## src/rtl/boid_state_packer.sv

```systemverilog
// boid_state_packer
// Takes one boid record (x, y, vx, vy in signed fix15) per handshake, narrows
// each field to a saturated FIELD_W-bit fixed-point value and writes the record
// into the boid-state M10k as two packed words:
//   word0 = {y, x}   at address 2*idx
//   word1 = {vy, vx} at address 2*idx+1
// The read side sign-extends these fields back to fix15.
// A record takes three cycles: capture (IDLE), position write, velocity write.

module boid_state_packer #(
  parameter int FIELD_W   = 16,  // width of each packed signed field
  parameter int FRAC_KEEP = 4,   // fractional bits kept per field (0..15)
  parameter int N_BOIDS   = 32,  // boids per frame
  parameter int ADDR_W    = 6    // M10k address width, 2**ADDR_W >= 2*N_BOIDS
) (
  input  logic                   clk,
  input  logic                   reset,          // async, active-low
  input  logic                   in_valid,
  output logic                   in_ready,
  input  logic [31:0]            in_x,
  input  logic [31:0]            in_y,
  input  logic [31:0]            in_vx,
  input  logic [31:0]            in_vy,
  input  logic                   frame_restart,
  input  logic                   sat_clear,
  output logic                   mem_we,
  output logic [ADDR_W-1:0]      mem_addr,
  output logic [2*FIELD_W-1:0]   mem_wdata,
  output logic                   frame_done,
  output logic                   sat_flag
);

  // Right shift that drops the fix15 fractional bits we do not keep.
  localparam int SHIFT = 15 - FRAC_KEEP;
  localparam int IDX_W = (N_BOIDS > 1) ? $clog2(N_BOIDS) : 1;
  // Representable range of one packed field.
  localparam int F_MAX = (2 ** (FIELD_W - 1)) - 1;
  localparam int F_MIN = -(2 ** (FIELD_W - 1));
  localparam logic [IDX_W-1:0] IDX_LAST = IDX_W'(N_BOIDS - 1);

  typedef enum logic [1:0] {
    IDLE   = 2'd0,
    WR_POS = 2'd1,
    WR_VEL = 2'd2
  } state_e;

  // A narrowed field together with the flag saying it was clamped.
  typedef struct packed {
    logic               sat;
    logic [FIELD_W-1:0] val;
  } field_t;

  // Floor-shift a fix15 value down to the kept precision and clamp it into
  // the signed FIELD_W-bit range.
  function automatic field_t narrow(input logic [31:0] raw);
    logic signed [31:0] s;
    field_t             f;
    s     = $signed(raw) >>> SHIFT;
    f.sat = 1'b1;
    if (s > F_MAX) begin
      f.val = {1'b0, {(FIELD_W-1){1'b1}}};
    end else if (s < F_MIN) begin
      f.val = {1'b1, {(FIELD_W-1){1'b0}}};
    end else begin
      f.sat = 1'b0;
      f.val = FIELD_W'(s);
    end
    return f;
  endfunction

  // Registered state.
  state_e                 state_q,       state_d;
  logic [IDX_W-1:0]       idx_q,         idx_d;
  logic [2*FIELD_W-1:0]   vel_word_q,    vel_word_d;
  logic                   restart_pend_q, restart_pend_d;
  logic                   mem_we_q,      mem_we_d;
  logic [ADDR_W-1:0]      mem_addr_q,    mem_addr_d;
  logic [2*FIELD_W-1:0]   mem_wdata_q,   mem_wdata_d;
  logic                   frame_done_q,  frame_done_d;
  logic                   sat_flag_q,    sat_flag_d;

  // Combinational conversion of the incoming record.
  field_t fx, fy, fvx, fvy;
  logic   any_sat;
  logic   handshake;

  // Narrow all four incoming fields and flag any clamping.
  always_comb begin
    fx        = narrow(in_x);
    fy        = narrow(in_y);
    fvx       = narrow(in_vx);
    fvy       = narrow(in_vy);
    any_sat   = fx.sat | fy.sat | fvx.sat | fvy.sat;
    handshake = (state_q == IDLE) && in_valid;
  end

  // Next-state logic. The memory-port outputs are computed from the state
  // being entered so that they come straight off flops: word0 appears the
  // cycle after the handshake and word1 the cycle after that.
  always_comb begin
    // NOTE: every signal written here gets a default first, so no path can
    // leave one unassigned and infer a latch.
    state_d        = state_q;
    idx_d          = idx_q;
    vel_word_d     = vel_word_q;
    restart_pend_d = restart_pend_q;
    mem_we_d       = 1'b0;
    mem_addr_d     = mem_addr_q;     // address and data hold while idle
    mem_wdata_d    = mem_wdata_q;
    frame_done_d   = 1'b0;

    unique case (state_q)
      IDLE: begin
        if (in_valid) begin
          state_d        = WR_POS;
          mem_we_d       = 1'b1;
          mem_addr_d     = ADDR_W'({idx_q, 1'b0});
          mem_wdata_d    = {fy.val, fx.val};
          vel_word_d     = {fvy.val, fvx.val};
          // A restart arriving with the capture must not be undone by the
          // increment at the end of this record.
          restart_pend_d = frame_restart;
        end
      end
      WR_POS: begin
        state_d     = WR_VEL;
        mem_we_d    = 1'b1;
        // Derived from the captured address, not idx, so a restart in flight
        // cannot move the second half of this record.
        mem_addr_d  = mem_addr_q | ADDR_W'(1);
        mem_wdata_d = vel_word_q;
        if (frame_restart) restart_pend_d = 1'b1;
      end
      WR_VEL: begin
        state_d        = IDLE;
        restart_pend_d = 1'b0;
        if (frame_restart || restart_pend_q) begin
          idx_d = '0;                 // restart wins: no advance, no frame_done
        end else if (idx_q == IDX_LAST) begin
          idx_d        = '0;
          frame_done_d = 1'b1;
        end else begin
          idx_d = idx_q + IDX_W'(1);
        end
      end
      default: begin
        state_d = IDLE;
      end
    endcase

    // A restart always points the next record at index 0.
    if (frame_restart) idx_d = '0;
  end

  // Sticky saturation flag; a new saturating capture beats a clear.
  always_comb begin
    sat_flag_d = (sat_flag_q & ~sat_clear) | (handshake & any_sat);
  end

  // State and output registers; reset drops any in-flight record at once.
  always_ff @(posedge clk or negedge reset) begin
    if (!reset) begin
      state_q        <= IDLE;
      idx_q          <= '0;
      vel_word_q     <= '0;
      restart_pend_q <= 1'b0;
      mem_we_q       <= 1'b0;
      mem_addr_q     <= '0;
      mem_wdata_q    <= '0;
      frame_done_q   <= 1'b0;
      sat_flag_q     <= 1'b0;
    end else begin
      // NOTE: non-blocking assignments here so every flop samples the values
      // from before this edge, independent of statement order.
      state_q        <= state_d;
      idx_q          <= idx_d;
      vel_word_q     <= vel_word_d;
      restart_pend_q <= restart_pend_d;
      mem_we_q       <= mem_we_d;
      mem_addr_q     <= mem_addr_d;
      mem_wdata_q    <= mem_wdata_d;
      frame_done_q   <= frame_done_d;
      sat_flag_q     <= sat_flag_d;
    end
  end

  assign in_ready   = (state_q == IDLE);
  assign mem_we     = mem_we_q;
  assign mem_addr   = mem_addr_q;
  assign mem_wdata  = mem_wdata_q;
  assign frame_done = frame_done_q;
  assign sat_flag   = sat_flag_q;

endmodule

```

## config.mk

```make
export PLATFORM = sky130hd
export DESIGN_NAME = boid_state_packer
export DESIGN_NICKNAME = d
export VERILOG_FILES = /design/src/rtl/boid_state_packer.sv
export SDC_FILE = /design/constraint.sdc
export NUM_CORES = 1
export LEC_CHECK = 0
export ABC_AREA = 1
export BUFFER_PORTS_ARGS = -buffer_cell sky130_fd_sc_hd__buf_2
export CAP_MARGIN = 30
export CORE_AREA = 5 5 114 84
export DETAILED_ROUTE_END_ITERATION = 8
export DIE_AREA = 0 0 119 89
export PLACE_DENSITY = 0.86
export SYNTH_ARGS = -nofsm -noshare
export SYNTH_HDL_FRONTEND = slang
export SYNTH_SLANG_ARGS = --single-unit
```

## constraint.sdc

```tcl
create_clock -name clk -period 3.2 [get_ports clk]
set_clock_uncertainty 0.1 [all_clocks]
set_input_delay 0.32 -clock clk [delete_from_list [all_inputs] [get_ports clk]]
set_output_delay 0.32 -clock clk [all_outputs]
set_load 0.01 [all_outputs]
```

==> reports/qor.yml, run 1 <==
drt-total-wl_um: 10200
clk_pin_slew_worst_paths_ns: 0.06
intPower_mw: 2.79
fmax_mhz: 414
synth_top_area_cell: "dfrtp_1"
grtUsageTotal_pct: 19.9
antenna_found_initial: 1
synth_top_area_share_pct: 50.0
p_per_area_mw_per_mm2: 923
placementRows: 28
power_switching_mw: 1.87
synthSimpleGateAreaFrac_pct: 23.9
synth_ff_type: "dfrtp_1"
power_frac_clock_pct: 20.1
area_growth_pct: 24.4
synth-seq-cells: 81
worstSetupPathType: "flop to flop"
synthArstFlopShare_pct: 100
layout.area.seq_mm2: 0.00203
grt_max_degree: 82
crit_path_end_kind: "flop"
synthXorXnorAreaFrac_pct: 0.216
peakVddDrop_mv: 0.515
start_util_pct: 49.0
synthAdderAreaFrac_pct: 1.85
ys_seq_area_share_pct: 50.0
fin_tns_setup_ns: 0
crit_fanout: 39
report.final.slew_viol_count: 0
synth.most_common_cell: "nand2_1"
synthesis.area_mm2: 0.00405
power_frac_comb_pct: 44.0
fillers: 760
yosys-top-cells-count: "nand2_1, dfrtp_1, inv_1, nor2_1, a21oi_2"
wl_per_cell_um: 13.9
finalPower_mw: 4.66
synth-compound-area-share_pct: 15.7
fin_nets: 758
pin_count: 175
drt_iter0_drc: 245
hpwlAfterDp_um: 7410
clock_sinks: 81
tightest_slew_ns: 0.737
synth_edf_count: 0
htree_levels: 3
drc_errors: 0
grt_pass1_vias: 3733
rsz0062_at_grt: "no"
place_ws_ns: 0.809
yosys_warnings: 0
vias_per_cell: 4.95
period_minus_slack_ns: 2.42
synthTopCellsByArea: "dfrtp_1, nand2_1, a21oi_2, inv_1, nor2_1"
die_area_mm2: 0.0106
io_buffers: 130
gr-total-overflow: 0
grt_pass1_wl_um: 17100
hold_class: "input pin to flop"
cts_tree: "yes"
die_x_um: 119
hold_ws_ns: 0.138
status: "finished clean"
clockBufferDepth: 2
p_sw_share_pct: 40.1
cts_inserted_buffers: 9
vias: 3606
core_mm2: 0.00827
crit_path_start_kind: "flop"
p_seq_share_pct: 35.9
drv_cap: 0
finalSetupViolCount: 0
syn_area_per_cell_um2: 8.19
chipHeight_um: 89
leakagePower_nw: 2.73
postCtsSetupRepairBufs: 0
synthesis.nets: 634
synth_cell_types: 30
ant_nets: 0
final_hold_viol_count: 0
worst_slack_ns: 0.782
first_pass_iters: 4
place.gp.congestion: 0.860
postSynthCellCount: 495
period_share_pct: 75.5
drive_gt1_share_pct: 30.2
worstPathArrival_ns: 2.52
synth_top_family_by_area: "simple AND/OR/NAND/NOR gates"
cts-root-buf: "clkbuf_16"
maxSlewHeadroom_pct: 50.9
clk-insertion-delay-late_ns: 0.32
multi_input_area_mm2: 0.00170
muxShareOfSynthArea_pct: 0.278
worstPathRequired_ns: 3.30
[cell type report]
| cell class | instances | share of cell area (%) |
|---|---|---|
| repair buffers | 134 | 14.2 |
| clock inverters | 3 | 0.347 |
| inverters | 50 | 3.79 |
| clock buffers | 11 | 5.01 |
| well taps | 105 | 2.60 |
| flip-flops and latches | 81 | 40.2 |
| diodes | 1 | 0.0496 |
| multi-input cells | 343 | 33.8 |
[kinds of logic (layout without fill, tap and decap cells)]
logic type               count (synthesis)  count (layout)
AND/OR/NAND/NOR                        248             248
AO/OA/AOI/OAI                           87              87
flip-flops                              81              81
buffers and inverters                   71             198
adder cells (fa/ha/maj)                  6               6
XOR/XNOR                                 1               1
multiplexers                             1               1
other                                    0               1
[worst max-delay path, stage by stage, from the launching register on]
cell and delay, ns:
dfrtp_1 0.39, inv_1 0.09, ha_1 0.28, nand2_2 0.44, o21ai_4 0.13, inv_4 0.37
buf_12 0.25, a21oi_2 0.04, nand2_1 0.09, nand2_1 0.07
[path summary, 6_finish.rpt]
kind,from,endpoint,slack [ns],depth (start not counted)
worst max-delay path,state_q[0],mem_wdata[16],0.78,9
worst min-delay path,sat_clear,sat_flag,0.14,4
worst max register to register,state_q[0],mem_wdata[16],0.78,9
worst min register to register,mem_wdata[9],mem_wdata[9],0.37,2
max in group asynchronous,reset,vel_word_q[6],2.12,3
min in group asynchronous,reset,mem_wdata[2],0.30,2
[sequential cells by signal (all words and copies together) (netlist names)]
name and cells:
frame_done 1, idx_q 5, mem_addr 6, mem_wdata 32
mem_we 1, restart_pend_q 1, sat_flag 1, state_q 2
vel_word_q 32
[placed cells by master, fill, tap and decap left out, types with 2 or more instances in the layout]
master and n:
clkinv_2 3, ha_1 5, dfrtp_1 81, nand2_1 200
nor2_1 33, clkbuf_16 9, buf_4 2, nand2_2 2
o22ai_1 16, clkbuf_8 2, a22oi_1 15, o21ai_0 12
a21oi_2 30, buf_2 129, nand3b_1 4, o21ai_2 3
inv_1 47, a21oi_1 6, nand3_1 8
[through the flow]
| stage | instance area (um^2) | std cells | util, % |
|---|---|---|---|
| 2_1_floorplan | 4050 | 495 | - |
| 3_3_place_gp | 4730 | 711 | 57.3 |
| 3_5_place_dp | 4730 | 711 | 57.3 |
| 4_1_cts | 5000 | 725 | 60.5 |
| 5_1_grt | 5040 | 728 | 61.0 |
| 6_report | 5040 | 728 | 61.0 |
[power groups by stage]
stage	clock (mW)	sequential, mW	combinational (mW)
floorplan	0	1.78	1.36
global placement	0	1.67	1.98
global route	1.00	1.72	2.34
CTS	0.959	1.67	2.06
detailed placement	0	1.68	2.06
finish	0.936	1.67	2.05
[metal layers]
| layer | global-route usage, % | share of wire, % | up-vias |
|---|---|---|---|
| li1 | - | - | 1811 |
| met3 | 4.43 | 5.7 | 14 |
| met5 | 0 | 0 | - |
| met1 | 25.8 | 46 | 1679 |
| met2 | 33.3 | 47 | 102 |
| met4 | 7.99 | 1.7 | 0 |
[repair_timing]
item,in CTS,in global routing
hold buffers,0,1
gates resized for setup,0,0
hold endpoints to repair,0,16
Power figures use the tool's default switching activity.
==> run 2, diff against run 1 <==
--- a/config.mk
+++ b/config.mk
@@ -8,10 +8,10 @@
 export ABC_AREA = 1
 export BUFFER_PORTS_ARGS = -buffer_cell sky130_fd_sc_hd__buf_2
 export CAP_MARGIN = 30
-export CORE_AREA = 5 5 114 84
+export CORE_AREA = 5 5 116 85
 export DETAILED_ROUTE_END_ITERATION = 8
-export DIE_AREA = 0 0 119 89
-export PLACE_DENSITY = 0.86
+export DIE_AREA = 0 0 121 90
+export PLACE_DENSITY = 0.84
 export SYNTH_ARGS = -nofsm -noshare
 export SYNTH_HDL_FRONTEND = slang
 export SYNTH_SLANG_ARGS = --single-unit
==> constraint.sdc (replaced) <==
create_clock -name clk -period 2.39 [get_ports clk]
set_clock_uncertainty 0.1 [all_clocks]
set_input_delay 0.239 -clock clk [delete_from_list [all_inputs] [get_ports clk]]
set_output_delay 0.239 -clock clk [all_outputs]
set_load 0.01 [all_outputs]
==> run 2 against run 1 <==
  * Non-clock buffer count rose by 5
  * Clock power is 55% higher
  * Core utilization down 2.3 points
  * Via count rose by 4.9%
  * Cell area increased by 1.9%
  * Routed wire length rose by 9.8%
  * Setup slack got worse by 0.44 ns
  * Largest power group unchanged
  * Highest routed layer unchanged
==> reports/qor.yml, run 2 (same netlist as run 1, synthesis figures left out) <==
status: "finished clean"
crit_family: "compound AO/OA/AOI/OAI gates"
die_x_um: 121  # +1.7%
final_hold_viol_count: 0  # unchanged
htree_levels: 3  # unchanged
final_util_pct: 58.8  # -2.3 points
timing.critical_path.buf_inv: 1  # -2
drt_iter0_drc: 332  # +36%
pin_count: 175  # unchanged
fin_nets: 763  # +0.66%
placementRows: 29  # +3.6%
ant_nets: 0  # unchanged
crit_path_start_kind: "flop"
worstSetupPathType: "flop to flop"
r2r_setup_slack_ns: 0.34  # -0.44 ns
chipHeight_um: 90  # +1.1%
first_pass_iters: 5  # +1
final_common_cell: "nand2_1"
antenna_found_initial: 0  # -1
worst-path-stages: 5  # -4
grtUsageTotal_pct: 20.5  # +0.52 points
critPathMaxStageDelay_ns: 0.56  # +0.12 ns
grt_max_degree: 48  # -41%
hold_class: "input pin to flop"
cts_inserted_buffers: 9  # unchanged
period_share_pct: 85.7  # +10 points
start_util_pct: 46.4  # -2.7 points
r2r_end: "vel_word_q[3]"
r2r_cells: 5  # -4
crit_path_end_kind: "flop"
drc_errors: 0  # unchanged
gr-total-overflow: 0  # unchanged
clockBufferDepth: 2  # unchanged
clk-insertion-delay-late_ns: 0.33  # about the same
fin_tns_setup_ns: 0  # unchanged
core_mm2: 0.00874  # +5.8%
hold_ws_ns: 0.0534  # -0.0850 ns
clock_sinks: 81  # unchanged
fmax_mhz: 488  # +18%
vias: 3783  # +4.9%
peakVddDrop_mv: 0.609  # +18%
worst_slack_ns: 0.342  # -0.440 ns
layout.area.seq_mm2: 0.00203  # unchanged
maxSlewHeadroom_pct: 43.9  # -7.0 points
finalSetupViolCount: 0  # unchanged
worstPathArrival_ns: 2.10  # -0.42 ns
regToRegStartpoint: "state_q[1]"
worstPathRequired_ns: 2.45  # -0.85 ns
crit_end: "vel_word_q[3]"
finalPower_mw: 6.55  # +41%
drt-total-wl_um: 11100  # +9.8%
final_cell_mix: "nand2_1, buf_2, dfrtp_1, inv_1, nor2_1"
report.final.slew_viol_count: 0  # unchanged
tightest_slew_ns: 0.842  # +0.105 ns
drive_gt1_share_pct: 30.7  # +0.46 points
vias_per_cell: 5.02  # +1.4%
critPathSlowestCell: "a21oi_2"
crit_chain: "inv_1 -> ha_1 -> nand2_2 -> a21oi_2 -> a22oi_1"
drv_cap: 0  # unchanged
rsz0062_at_grt: "no"
p_per_area_mw_per_mm2: 1280  # +38%
crit_path_start: "state_q[1]"
multi_input_area_mm2: 0.00170  # unchanged
fillers: 779  # +2.5%
io_buffers: 130  # unchanged
place_ws_ns: 0.398  # -0.411 ns
postCtsSetupRepairBufs: 0  # unchanged
cts-root-buf: "clkbuf_16"
clk_pin_slew_worst_paths_ns: 0.06  # about the same
die_area_mm2: 0.0109  # +2.8%
place.gp.congestion: 0.851  # -0.99%
crit_fanout: 15  # -62%
post_cts_resized: 0  # unchanged
grt_pass1_wl_um: 18100  # +5.3%
area_growth_pct: 26.8
grt_pass1_vias: 3801  # +1.8%
hpwlAfterDp_um: 8280  # +12%
period_minus_slack_ns: 2.05  # -0.370 ns
leakagePower_nw: 2.76  # +1.2%
wl_per_cell_um: 14.8  # +6.2%
diodes: 0  # -1
cts_tree: "yes"
run 2: cell count changes in the layout (fill, tap and decap cells not counted), sizes merged:
cell and change:
clkinvlp +1, bufinv +2, diode -1, clkinv -1, buf +5
run 2: power by group:
group / total (mW) / leakage, nW / switching, mW / internal [mW]
sequential: 2.27 / 0.980 / 0.279 / 1.99
clock: 1.45 / 0.146 / 0.535 / 0.914
combinational: 2.84 / 1.63 / 1.80 / 1.04
run 2: final cells by class:
class / instances / share of cell area (%)
Timing Repair Buffer: 139 / 14.6
Inverter: 50 / 3.73
Tap cell: 124 / 3.02
Sequential cell: 81 / 39.4
Clock inverter: 5 / 1.56
Multi-Input combinational cell: 343 / 33.2
Clock buffer: 11 / 4.53
run 2: timing repair:
action	CTS	global route
endpoints found under the hold margin	34	0
hold buffers	1	0
setup endpoints to repair	0	0
run 2: worst min-delay path by stage:
stage | start | to | cells past startpoint
2_1_floorplan | reset | frame_done | 0
6_report | in_vx[17] | vel_word_q[6] | 3
5_1_grt | in_vx[20] | vel_word_q[9] | 3
4_1_cts | in_vx[17] | vel_word_q[6] | 3
3_5_place_dp | reset | mem_wdata[11] | 1
3_3_place_gp | reset | mem_wdata[11] | 1
run 2: layer usage:
metal  GRT usage, %  vias to the layer above  routed length [um]
met4           6.70                        0                 162
met5              0                        -                   0
li1               -                     1822                   -
met1           26.1                     1807                4670
met2           34.5                      134                5570
met3           4.45                       20                 742
run 2: worst register-to-register path: stages, from the launching register on:
cell and delay (ns):
dfrtp_1 0.42, inv_1 0.11, ha_1 0.31, nand2_2 0.19, a21oi_2 0.56, a22oi_1 0.19
run 2: stage by stage:
step | cell area (um^2) | instances
after detailed placement | 4820 | 736
after global placement | 4820 | 736
after floorplan | 4050 | 495
after global routing | 5140 | 753
final | 5140 | 753
after CTS | 5140 | 753
==> run 3, diff against run 2 <==
--- a/config.mk
+++ b/config.mk
@@ -9,8 +9,10 @@
 export BUFFER_PORTS_ARGS = -buffer_cell sky130_fd_sc_hd__buf_2
 export CAP_MARGIN = 30
 export CORE_AREA = 5 5 116 85
+export CTS_BUF_LIST = sky130_fd_sc_hd__clkbuf_16
 export DETAILED_ROUTE_END_ITERATION = 8
 export DIE_AREA = 0 0 121 90
+export MAX_ROUTING_LAYER = met4
 export PLACE_DENSITY = 0.84
 export SYNTH_ARGS = -nofsm -noshare
 export SYNTH_HDL_FRONTEND = slang
==> run 3 against run 2 <==
  * Cell area unchanged
  * Sequential share of layout area unchanged
  * Register-to-register slack about the same
  * Core utilization unchanged
  * Combinational power about the same
  * Sequential power about the same
  * Maximum frequency up 0.19%
  * Power about the same
  * Count of clock-buffer cells in the layout down 2
  * Via count down 0.63%
  * Routed wire length down 0.13%
  * Critical endpoint unchanged
  * Largest cell class unchanged
  * Largest power group unchanged
==> reports/qor.yml, run 3 (same netlist as run 1, synthesis figures left out) <==
status: "finished clean"
drt_iter0_drc: 396  # +19%
clockBufferDepth: 2  # unchanged
fin_area_mm2: 0.00514  # unchanged
multi_input_area_mm2: 0.00170  # unchanged
pin_count: 175  # unchanged
antenna_found_initial: 0  # unchanged
crit_fanout: 15  # unchanged
clk_pin_slew_worst_paths_ns: 0.06  # about the same
placementRows: 29  # unchanged
placed_cell_area_mm2: 0.00482  # unchanged
io_buffers: 130  # unchanged
place.gp.congestion: 0.865  # +1.6%
grt_pass1_vias: 3787  # -0.37%
first_pass_iters: 5  # unchanged
grt_pass1_wl_um: 18100  # about the same
drc_errors: 0  # unchanged
holdBufCountCts: 1  # unchanged
diodes: 0  # unchanged
wl_per_cell_um: 14.8  # -0.13%
fin_tns_setup_ns: 0  # unchanged
fillers: 779  # unchanged
fin_nets: 763  # unchanged
vias_per_cell: 4.99  # -0.63%
clock_sinks: 81  # unchanged
start_util_pct: 46.4  # unchanged
critPathSlowestCell: "a21oi_2"
maxSlewHeadroom_pct: 45.2  # +1.3 points
peakVddDrop_mv: 0.615  # +0.95%
rsz0062_at_grt: "no"
tightest_slew_ns: 0.823  # -0.0194 ns
ant_nets: 0  # unchanged
area_growth_pct: 26.8  # unchanged
p_per_area_mw_per_mm2: 1270  # about the same
layout.area.seq_mm2: 0.00203  # unchanged
final_hold_viol_count: 0  # unchanged
postCtsSetupRepairBufs: 0  # unchanged
period_minus_slack_ns: 2.04  # -0.00394 ns
core_mm2: 0.00874  # unchanged
chipHeight_um: 90  # unchanged
finalSetupViolCount: 0  # unchanged
final_common_cell: "nand2_1"
leakagePower_nw: 2.77  # +0.30%
grtUsageTotal_pct: 21.1  # +0.64 points
worstSetupPathType: "flop to flop"
final_cell_mix: "nand2_1, buf_2, dfrtp_1, inv_1, nor2_1"
critPathMaxStageDelay_ns: 0.56  # about the same
htree_levels: 3  # unchanged
die_area_mm2: 0.0109  # unchanged
grt_max_degree: 48  # unchanged
hold_class: "input pin to flop"
die_x_um: 121  # unchanged
crit_chain: "inv_1 -> ha_1 -> nand2_2 -> a21oi_2 -> a22oi_1"
gr-total-overflow: 0  # unchanged
drt-total-wl_um: 11100  # -0.13%
drive_gt1_share_pct: 30.7  # unchanged
cts_inserted_buffers: 9  # unchanged
crit_path_end_kind: "flop"
cts_tree: "yes"
crit_path_start_kind: "flop"
fmax_mhz: 489  # +0.19%
period_share_pct: 85.5  # -0.16 points
final_util_pct: 58.8  # unchanged
hpwlAfterDp_um: 8280  # unchanged
clk-insertion-delay-late_ns: 0.33  # about the same
worstPathRequired_ns: 2.45  # about the same
worstPathArrival_ns: 2.10  # about the same
cts-root-buf: "clkbuf_16"
drv_cap: 0  # unchanged
vias: 3759  # -0.63%
report.final.slew_viol_count: 0  # unchanged
post_cts_resized: 0  # unchanged
[run 3: cell count changes in the layout (fill, tap and decap cells not counted), sizes merged]
cell	before	now
inv	49	51
clkbuf	11	9
[run 3: per-stage QoR]
step                      worst slack, ns  hold slack, ns  total power [mW]  cells
final                               0.346          0.0523              6.55    753
after global placement              0.502           0.121              4.93    736
after global routing                0.193          0.0537              7.00    753
after CTS                           0.383          0.0533              6.57    753
after floorplan                     0.701          -0.157              4.21    495
after detailed placement            0.398           0.128              5.11    736
[run 3: final cells by class]
cell class | count | share of cell area, %
Sequential cell | 81 | 39.4
Inverter | 50 | 3.73
Timing Repair Buffer | 139 | 14.6
Tap cell | 124 | 3.02
Multi-Input combinational cell | 343 | 33.2
Clock buffer | 9 | 4.38
Clock inverter | 7 | 1.70
[run 3: worst paths after layout]
check                              from            end  slack [ns]  cells past startpoint
setup / recovery             state_q[1]  vel_word_q[3]        0.35                      5
hold / removal                sat_clear       sat_flag        0.05                      4
setup reg to reg             state_q[1]  vel_word_q[3]        0.35                      5
hold reg to reg            mem_wdata[2]   mem_wdata[2]        0.37                      2
max in group asynchronous         reset  mem_wdata[17]        1.26                      3
min in group asynchronous         reset  mem_wdata[11]        0.32                      2
[run 3: power by group]
| group | switching, mW | internal (mW) | total [mW] |
|---|---|---|---|
| logic | 1.81 | 1.04 | 2.84 |
| registers | 0.277 | 1.99 | 2.26 |
| clock network | 0.535 | 0.905 | 1.44 |
[run 3: critical path, delay by kind of cell, from the launching register on]
| family | cells | cell delay (ns) |
|---|---|---|
| AOI/OAI and AO/OA | 2 | 0.74 |
| DFF | 1 | 0.42 |
| adders and majority gates | 1 | 0.31 |
| and+or+nand+nor | 1 | 0.19 |
| buffers and inverters | 1 | 0.11 |
[run 3: metal layers]
| metal | vias up | global-route usage (%) | routed length (um) |
|---|---|---|---|
| met5 | - | - | 0 |
| met3 | 16 | 4.02 | 745 |
| met1 | 1785 | 26.9 | 4700 |
| met2 | 138 | 34.4 | 5550 |
| met4 | 0 | 6.13 | 134 |
| li1 | 1820 | - | - |
